File: config.mk
export PLATFORM = sky130hd
export DESIGN_NAME = fetch_stage
export DESIGN_NICKNAME = d
export VERILOG_FILES = /design/src/rtl/fetch_stage_pkg.sv /design/src/rtl/fetch_stage_if_id_reg.sv /design/src/rtl/fetch_stage.sv
export SDC_FILE = /design/constraint.sdc
export NUM_CORES = 1
export LEC_CHECK = 0
export BUFFER_PORTS_ARGS = -buffer_cell sky130_fd_sc_hd__buf_2
export CORE_UTILIZATION = 40
export CTS_CLUSTER_DIAMETER = 100
export DETAILED_ROUTE_END_ITERATION = 10
export PLACE_DENSITY = 0.7
export SLEW_MARGIN = 20
export SYNTH_ARGS = -nofsm -noshare
export SYNTH_HDL_FRONTEND = slang
export SYNTH_SLANG_ARGS = --single-unit
File: constraint.sdc
create_clock -name clk -period 2.17 [get_ports clk]
set_clock_uncertainty 0.05 [all_clocks]
set_input_delay 0.3255 -clock clk [delete_from_list [all_inputs] [get_ports clk]]
set_output_delay 0.3255 -clock clk [all_outputs]
set_load 0.03 [all_outputs]
File: src/rtl/fetch_stage_pkg.sv
// Shared CPU definitions: datapath widths, opcodes and the fetch FSM encoding.
// Imported by fetch_stage, if_id_reg and decode_stage.
package fetch_stage_pkg;

  localparam int PC_W    = 16;
  localparam int INSTR_W = 16;

  typedef logic [PC_W-1:0]    pc_t;
  typedef logic [INSTR_W-1:0] instr_t;

  typedef enum logic [3:0] {
    OPC_ADD  = 4'h0,
    OPC_SUB  = 4'h1,
    OPC_AND  = 4'h2,
    OPC_OR   = 4'h3,
    OPC_LDI  = 4'h4,
    OPC_LD   = 4'h5,
    OPC_ST   = 4'h6,
    OPC_BEQ  = 4'h7,
    OPC_JMP  = 4'h8,
    OPC_HALT = 4'hF
  } opcode_t;

  localparam logic [3:0] CPU_HALT_OPC = 4'(OPC_HALT);

  typedef enum logic [1:0] {
    ST_FETCH   = 2'd0,
    ST_WAIT_ID = 2'd1,
    ST_DRAIN   = 2'd2,
    ST_HALT    = 2'd3
  } fetch_state_t;

  function automatic pc_t pc_inc(input pc_t pc);
    return pc + pc_t'(2);
  endfunction

endpackage

File: src/rtl/fetch_stage_if_id_reg.sv
// IF/ID pipeline register: load beats clear, clear drops only the valid bit, otherwise hold.
// Zero latency beyond the register itself; holding is what stalls decode's view.
module if_id_reg
  import fetch_stage_pkg::*;
(
  input  logic   clk,
  input  logic   rst,
  input  logic   load,
  input  logic   clear,
  input  instr_t load_instr,
  input  pc_t    load_pc_plus2,
  output logic   id_valid,
  output instr_t id_instr,
  output pc_t    id_pc_plus2
);

  always_ff @(posedge clk or posedge rst) begin
    if (rst) begin
      id_valid    <= 1'b0;
      id_instr    <= '0;
      id_pc_plus2 <= '0;
    end else if (load) begin
      id_valid    <= 1'b1;
      id_instr    <= load_instr;
      id_pc_plus2 <= load_pc_plus2;
    end else if (clear) begin
      id_valid    <= 1'b0;
    end
  end

endmodule

File: src/rtl/fetch_stage.sv
// Instruction fetch: PC, single-outstanding imem request FSM and the IF/ID register.
// A word lands in id_* the edge after imem_rdy; a decode stall parks the FSM in WAIT_ID with no request.
module fetch_stage
  import fetch_stage_pkg::*;
#(
  parameter pc_t        RESET_PC = 16'h0000,
  parameter logic [3:0] HALT_OPC = CPU_HALT_OPC
) (
  input  logic        clk,
  input  logic        rst,
  output logic        imem_req,
  output logic [15:0] imem_addr,
  input  logic        imem_rdy,
  input  logic [15:0] imem_data,
  input  logic        redirect,
  input  logic [15:0] redirect_pc,
  input  logic        id_ready,
  output logic        id_valid,
  output logic [15:0] id_instr,
  output logic [15:0] id_pc_plus2,
  output logic        halted
);

  fetch_state_t state;
  pc_t          pc;
  pc_t          pc_next;
  logic         halt_pend;
  logic         handshake;
  logic         blocked;
  logic         take;
  logic         is_halt;

  assign imem_req  = (state == ST_FETCH);
  assign imem_addr = pc;
  assign pc_next   = pc_inc(pc);

  assign handshake = id_valid & id_ready;
  assign blocked   = id_valid & ~id_ready;
  // A response arriving while the old word is still stuck in IF/ID is dropped and refetched later.
  assign take      = imem_req & imem_rdy & ~redirect & ~blocked;
  assign is_halt   = (imem_data[15:12] == HALT_OPC);

  if_id_reg u_if_id (
    .clk           (clk),
    .rst           (rst),
    .load          (take),
    .clear         (redirect | handshake),
    .load_instr    (imem_data),
    .load_pc_plus2 (pc_next),
    .id_valid      (id_valid),
    .id_instr      (id_instr),
    .id_pc_plus2   (id_pc_plus2)
  );

  always_ff @(posedge clk or posedge rst) begin
    if (rst) begin
      state     <= ST_FETCH;
      pc        <= RESET_PC;
      halt_pend <= 1'b0;
      halted    <= 1'b0;
    end else if (redirect) begin
      pc        <= redirect_pc;
      halt_pend <= 1'b0;
      halted    <= 1'b0;
      // An owed response that shows up in this same cycle is already drained.
      if (state == ST_FETCH || state == ST_DRAIN)
        state <= imem_rdy ? ST_FETCH : ST_DRAIN;
      else
        state <= ST_FETCH;
    end else begin
      case (state)
        ST_FETCH: begin
          if (imem_rdy) begin
            if (blocked) begin
              state <= ST_WAIT_ID;
            end else begin
              pc <= pc_next;
              if (is_halt) begin
                halt_pend <= 1'b1;
                state     <= ST_WAIT_ID;
              end else if (!id_ready) begin
                state <= ST_WAIT_ID;
              end
            end
          end
        end
        ST_WAIT_ID: begin
          if (!blocked) begin
            state     <= halt_pend ? ST_HALT : ST_FETCH;
            halted    <= halt_pend;
            halt_pend <= 1'b0;
          end
        end
        ST_DRAIN: begin
          if (imem_rdy)
            state <= ST_FETCH;
        end
        ST_HALT: begin
          state <= ST_HALT;
        end
        default: state <= ST_FETCH;
      endcase
    end
  end

endmodule

---- Word-level counts from Yosys, hierarchy flattened ----
Index checks and enable logic that the tools add are counted.
operators by class
  $add $sub $neg .......................... 1
  $mul .................................... 0
  div/mod/pow operators ................... 0
  order comparisons ....................... 0
  equality and inequality tests ........... 11
  shifts and indexed selects .............. 0
  multiplexer cells ....................... 26
  bitwise logic cells ..................... 9
  reduce and logical (&&, ||, !) cells .... 11
operators by type and width
  kind                     number
  $mux W16                 4
  $mux W2                  10
  $add A16 B2 Y16 const B  1
  $mux W1                  10
  $ne A3 B3 Y1 const B     3
  $pmux W2 S4              1
  $reduce_bool A2 Y1       4
  $ne A3 B1 Y1 const B     2
  $and A1 B1 Y1            5
  $ne A5 B3 Y1 const B     1
  $reduce_and A5 Y1        1
  $eq A2 B2 Y1 const B     2
  $eq A4 B4 Y1 const B     1
  $reduce_and A4 Y1        1
  $not A1 Y1               3
  $reduce_and A3 Y1        1
  $reduce_bool A3 Y1       1
  $eq A2 B1 Y1 const B     1
  $logic_not A2 Y1         1
  $ne A2 B2 Y1 const B     1
  $pmux W1 S2              1
  $reduce_and A2 Y1        1
  $logic_or A1 B1 Y1       1
  $or A1 B1 Y1             1
word-level totals
  bits in registers ....................... 53
  latch bits .............................. 0
  bits in writable memories ............... 0
  bits in read-only memories .............. 0
  input bits .............................. 37
  output and inout bits ................... 51
  logic and storage cells ................. 65
  memories kept ........................... 0

---- Depth between registers and ports, before layout ----
  depth after elaboration ................. 6
  gate-level depth with buffers ........... 7
  mapped depth without buffers ............ 5

---- Modules after synthesis ----
From an unflattened synthesis, not the netlist that was laid out.
unflattened totals
  cells, all modules ...................... 227
  area total of the unflattened synthesis .. 2733.9 um2
modules (own cells, without submodules)
  module       times used  cells an instance  area an instance (um2)  seq. area each (um2)
  if_id_reg    1           72                 1381.3                  825.8
  fetch_stage  1           155                1352.5                  500.5

---- Least setup slack after synthesis ----
Ideal clock, no wire load.
  kind .................................... flip-flop to flip-flop
  start ................................... register state[1]
  end ..................................... register pc[14] (netlist: imem_addr[14])
  library setup time ...................... 0.082 ns
  arrival time ............................ 2.174 ns
  data required time ...................... 2.038 ns
  path slack .............................. -0.136 ns
  stages on the path, launching flop included .. 7
  path buffers ............................ 2
  clock period less this slack ............ 2.306 ns
  path through ............................ dfrtp_1 or3b_1 buf_6 or4b_1 buf_2 or4_1 a31oi_1
on the way
  longest elaborated chain between the ends .. 3
RTL lines
  element                              line               text
  from (decl)                          fetch_stage.sv:24  fetch_state_t state;
  from (signal assigned)               fetch_stage.sv:67  state <= imem_rdy ? ST_FETCH : ST_DRAIN;
  from (signal assigned)               fetch_stage.sv:89  state <= halt_pend ? ST_HALT : ST_FETCH;
  $logic_not A2 Y1                     fetch_stage.sv:71  case (state)
  $reduce_bool A2 Y1 (no source line)  -
  $reduce_and A3 Y1 (no source line)   -
  to (signal assigned)                 fetch_stage.sv:62  pc <= redirect_pc;
  to (signal assigned)                 fetch_stage.sv:77  pc <= pc_next;
  to (decl)                            fetch_stage.sv:25  pc_t pc;
No other way between the ends.
A chain may end at the register's enable or synchronous reset.

---- Worst setup path after layout ----
  start ................................... register state[0]
  end ..................................... register pc[12] (netlist: imem_addr[12])
The elaborated chain is that of the path after synthesis.

==> run summary <==
The number of buffers inserted during clock tree synthesis came out at 5. The met2 wirelength from detailed routing is 2.879 mm. After the first detailed-routing iteration, the DRC count stood at 92.

Counting the fill cells in the layout gives 588. The design area came out at 3238 um^2. The number of levels in the clock H-tree came out at 2. The y dimension of the die came out at 81.35 um. Global routing finished with a remaining overflow of 0. The leakage power total came out at 0.001611 uW. Summing all placed instances gives a cell area of 3104 um^2. STA puts the critical path data required time at 2350 ps. The number of buffers inserted to repair setup after CTS is 0.

The post-CTS clock slew at the launch and capture registers of the worst setup and hold paths is 100 ps. The number of non-filler instances in the completed layout is 448. The clock tree from TritonCTS is done.

The worst IR drop on VDD is 385.3 uV. Synthesis handed over a netlist of 280 instances. The count of max-cap constraint violations is 0. The worst setup path is captured at a flop.

The internal portion of total power came out at 1862 uW. The detailed router placed 2,278 vias in this run. The area enclosed by the die boundary is 6618 um^2. The first-pass GRT wire length came out at 9.453 mm. The number of global-route vias before repair came out at 1,938. The highest signal layer in the routed design is met4. The worst-case setup margin in the final layout came out at 88.58 ps. The sequential cell area fraction in the yosys report came out at 52.66%.

Global routing consumed, over all layers together, 18.71% of the routing resources. The total negative setup slack came out at 0 ps. Along the worst path, the maximum fanout reaches 4.

The switching part of the total power came out at 37.94%. During I/O placement, the number of pins put on the boundary was 88. The async set or reset register ratio after synthesis came out at 100.0%. After detailed routing, the average wire length per cell comes to 13.56 um.

The number of optimization iterations in the first detailed-route pass is 4. For this design, the sink count on the clock tree is 53. The number of antenna repair diodes came out at 0. The prevailing post-synth register cell is sky130_fd_sc_hd__dfrtp_1.

After floorplanning, the core was divided into 28 placement rows. The final-report max-slew violation count is 0. The ratio of total power to cell area is 926.4 nW/um^2. The critical path is of the flop to flop type. The ratio of routed vias to standard cells is 5.085. The clock power share came out at 23.3%. After layout, the worst path uses 95.92% of the clock period.

Walking the worst path, the cells encountered are or3b_1 -> or4b_4 -> or4_1 -> a31oi_1. The synthesis warning total is 0. Relative to the synthesized area, the layout overhead comes to 28.56%. The relative contribution of sequential cells to total power came out at 43.5%.

The worst min-delay path category is input pin to flop. The flip-flop and latch count after synthesis is 53. The sum of routed wire segments on met1 came out at 2.856 mm.

The half-perimeter wire length of the detailed placement result came out at 4.468 mm. The slew at the pin closest to its max-slew limit is 509.0 ps. The detailed-route wire length is 6.077 mm. The cell sitting at the root of the clock tree is a sky130_fd_sc_hd__clkbuf_8. When the netlist entered floorplanning its net count stood at 318. The starting density of the core is 42.04%. The remaining routing DRC violations came out at 0. The insertion delay of the later-clocked pin in the worst-skew pair came out at 310 ps.

Routability-driven placement finished with a final weighted congestion of 0.8136. Before CTS, the worst setup slack after placement is -5.684 ps. The area inside the core boundary is 5991 um^2. The power dissipated by switching net loads is 1138 uW. The final-report hold violation count is 0. Entering global routing, the biggest net connects 46 pins.

Setup repair after global routing left no endpoint under its margin. No sink is reached through more buffers than the 2 on the longest clock path. The largest single stage delay on the critical path is 510 ps. The width of the die came out at 81.35 um. The number of buffers inserted by port buffering came out at 87. Once placement completed, the tool counted placed cells totaling 439.

The share of post-route cells with drive strength above 1 came out at 31.64%. The post-synthesis instance area is 2519 um^2. The data arrival time of the critical path came out at 2260 ps.

The logic gate share of total power came out at 33.2%. The critical path's slowest cell is sky130_fd_sc_hd__or4b_4. The time the worst path needs with I/O delays and setup is 2081 ps. The count of distinct cell types in the synthesized netlist came out at 33. The synthesized area divided by synthesized cell count came out at 8.995 um^2. The worst setup path is launched from a flop. The worst relative slew slack came out at 66.02%. The run finished with clean final reports.

The initial antenna violation count is 0. At the end of the flow the core is filled with cells to 54.05%. The met3 routed wirelength came out at 293 um. Setup violations remaining at the end of the flow were counted as 0. The net total in the final layout came out at 410. The maximum achievable frequency is 480.4 MHz. The detail route stage leaves a number of antenna-violating nets equal to 0. The number of enable flip-flop cells after synthesis came out at 0.
[cell usage after synthesis, drive strengths merged (3+ instances only)]
| library cell | number | area share [%] |
|---|---|---|
| dfrtp | 53 | 53 |
| xnor2 | 11 | 3.8 |
| clkbuf | 16 | 2.4 |
| inv | 3 | 0.45 |
| and3 | 5 | 1.2 |
| o31ai | 4 | 1.2 |
| o21ai | 23 | 4.6 |
| nand4 | 5 | 1.2 |
| a31oi | 8 | 2.0 |
| nand2 | 84 | 13 |
| or3 | 4 | 0.99 |
| a21oi | 3 | 0.60 |
| nand3 | 7 | 1.4 |
| buf | 4 | 1.1 |
| nor2 | 9 | 1.3 |
| or4 | 6 | 1.8 |
| nor3 | 8 | 1.6 |
| xor2 | 8 | 2.8 |
[cell usage in the layout (no fill, tap or decap), types with 5 or more instances in the layout]
cell type and n:
sky130_fd_sc_hd__buf_4 16, sky130_fd_sc_hd__nand2_1 84, sky130_fd_sc_hd__clkbuf_8 6, sky130_fd_sc_hd__xor2_1 8
sky130_fd_sc_hd__or4_1 6, sky130_fd_sc_hd__and3_1 5, sky130_fd_sc_hd__dfrtp_1 53, sky130_fd_sc_hd__buf_2 87
sky130_fd_sc_hd__nor2_1 9, sky130_fd_sc_hd__o21ai_0 23, sky130_fd_sc_hd__nand4_1 5, sky130_fd_sc_hd__xnor2_1 11
sky130_fd_sc_hd__nand3_1 7, sky130_fd_sc_hd__nor3_1 7, sky130_fd_sc_hd__a31oi_1 8
[layout make-up]
cell class	count	area, um^2	share of cell area [%]
Clock buffer	6	82.58	2.550
Timing Repair Buffer	105	585.6	18.08
Tap cell	75	93.84	2.898
Sequential cell	53	1326	40.96
Clock inverter	2	37.54	1.159
Inverter	3	11.26	0.3478
Multi-Input combinational cell	204	1101	34.00
[path summary, 6_finish.rpt]
check | endpoint | slack, ps | start | depth (start not counted)
setup / recovery | imem_addr[12] | 90 | state[0] | 4
hold / removal | u_if_id.id_instr[2] | 150 | imem_data[2] | 3
setup reg to reg | imem_addr[12] | 90 | state[0] | 4
hold reg to reg | u_if_id.id_instr[3] | 420 | u_if_id.id_instr[3] | 2
max in group asynchronous | state[1] | 980 | rst | 4
min in group asynchronous | u_if_id.id_pc_plus2[14] | 550 | rst | 3
[sequential cells by signal (all words and copies together), names as in the netlist]
| register | count |
|---|---|
| u_if_id.id_instr | 16 |
| imem_addr | 16 |
| u_if_id.id_pc_plus2 | 16 |
| halted | 1 |
| halt_pend | 1 |
| state | 2 |
| u_if_id.id_valid | 1 |
[critical path, delay by kind of cell (launching register included)]
family / cells / cell delay, ps
and+or+nand+nor: 3 / 1380
DFF: 1 / 390
AOI/OAI and AO/OA: 1 / 190
[per-stage QoR]
stage / power, uW / hold WS (ps)
finish: 3000 / 154.4
floorplan: 1988 / 380.9
global placement: 2309 / 328.9
CTS: 3033 / 144.8
global route: 3167 / 143.6
detailed placement: 2332 / 333.6
[power by group through the flow]
stage	Sequential [uW]	Clock, uW	Combinational [uW]
6_report	1300	698	997
5_1_grt	1330	747	1090
4_1_cts	1310	719	1010
3_5_place_dp	1330	0	1010
3_3_place_gp	1320	0	993
2_1_floorplan	1690	0	297
[cells by family (layout without fill, tap and decap cells)]
kind of cell	count (synthesis)	count (layout)	synth area share, %
buffers and inverters	23	116	3.974
flip-flops	53	53	52.66
XOR/XNOR	19	19	6.607
AND/OR/NAND/NOR	139	139	25.34
multiplexers	4	4	1.689
AO/OA/AOI/OAI	41	41	9.240
adder cells (fa/ha/maj)	1	1	0.4967
[what timing repair did]
action | CTS | global route
endpoints found under the hold margin | 21 | 0
hold buffers | 1 | 0
endpoints found under the setup margin | 0 | 3
gates resized for setup | 0 | 1
[metal layers]
| layer | GRT usage (%) | vias to the layer above |
|---|---|---|
| li1 | - | 1133 |
| met1 | 27.09 | 1079 |
| met2 | 28.83 | 60 |
| met3 | 3.146 | 6 |
| met4 | 4.821 | 0 |
| met5 | 0 | - |
(Power assumes the default switching activity.)
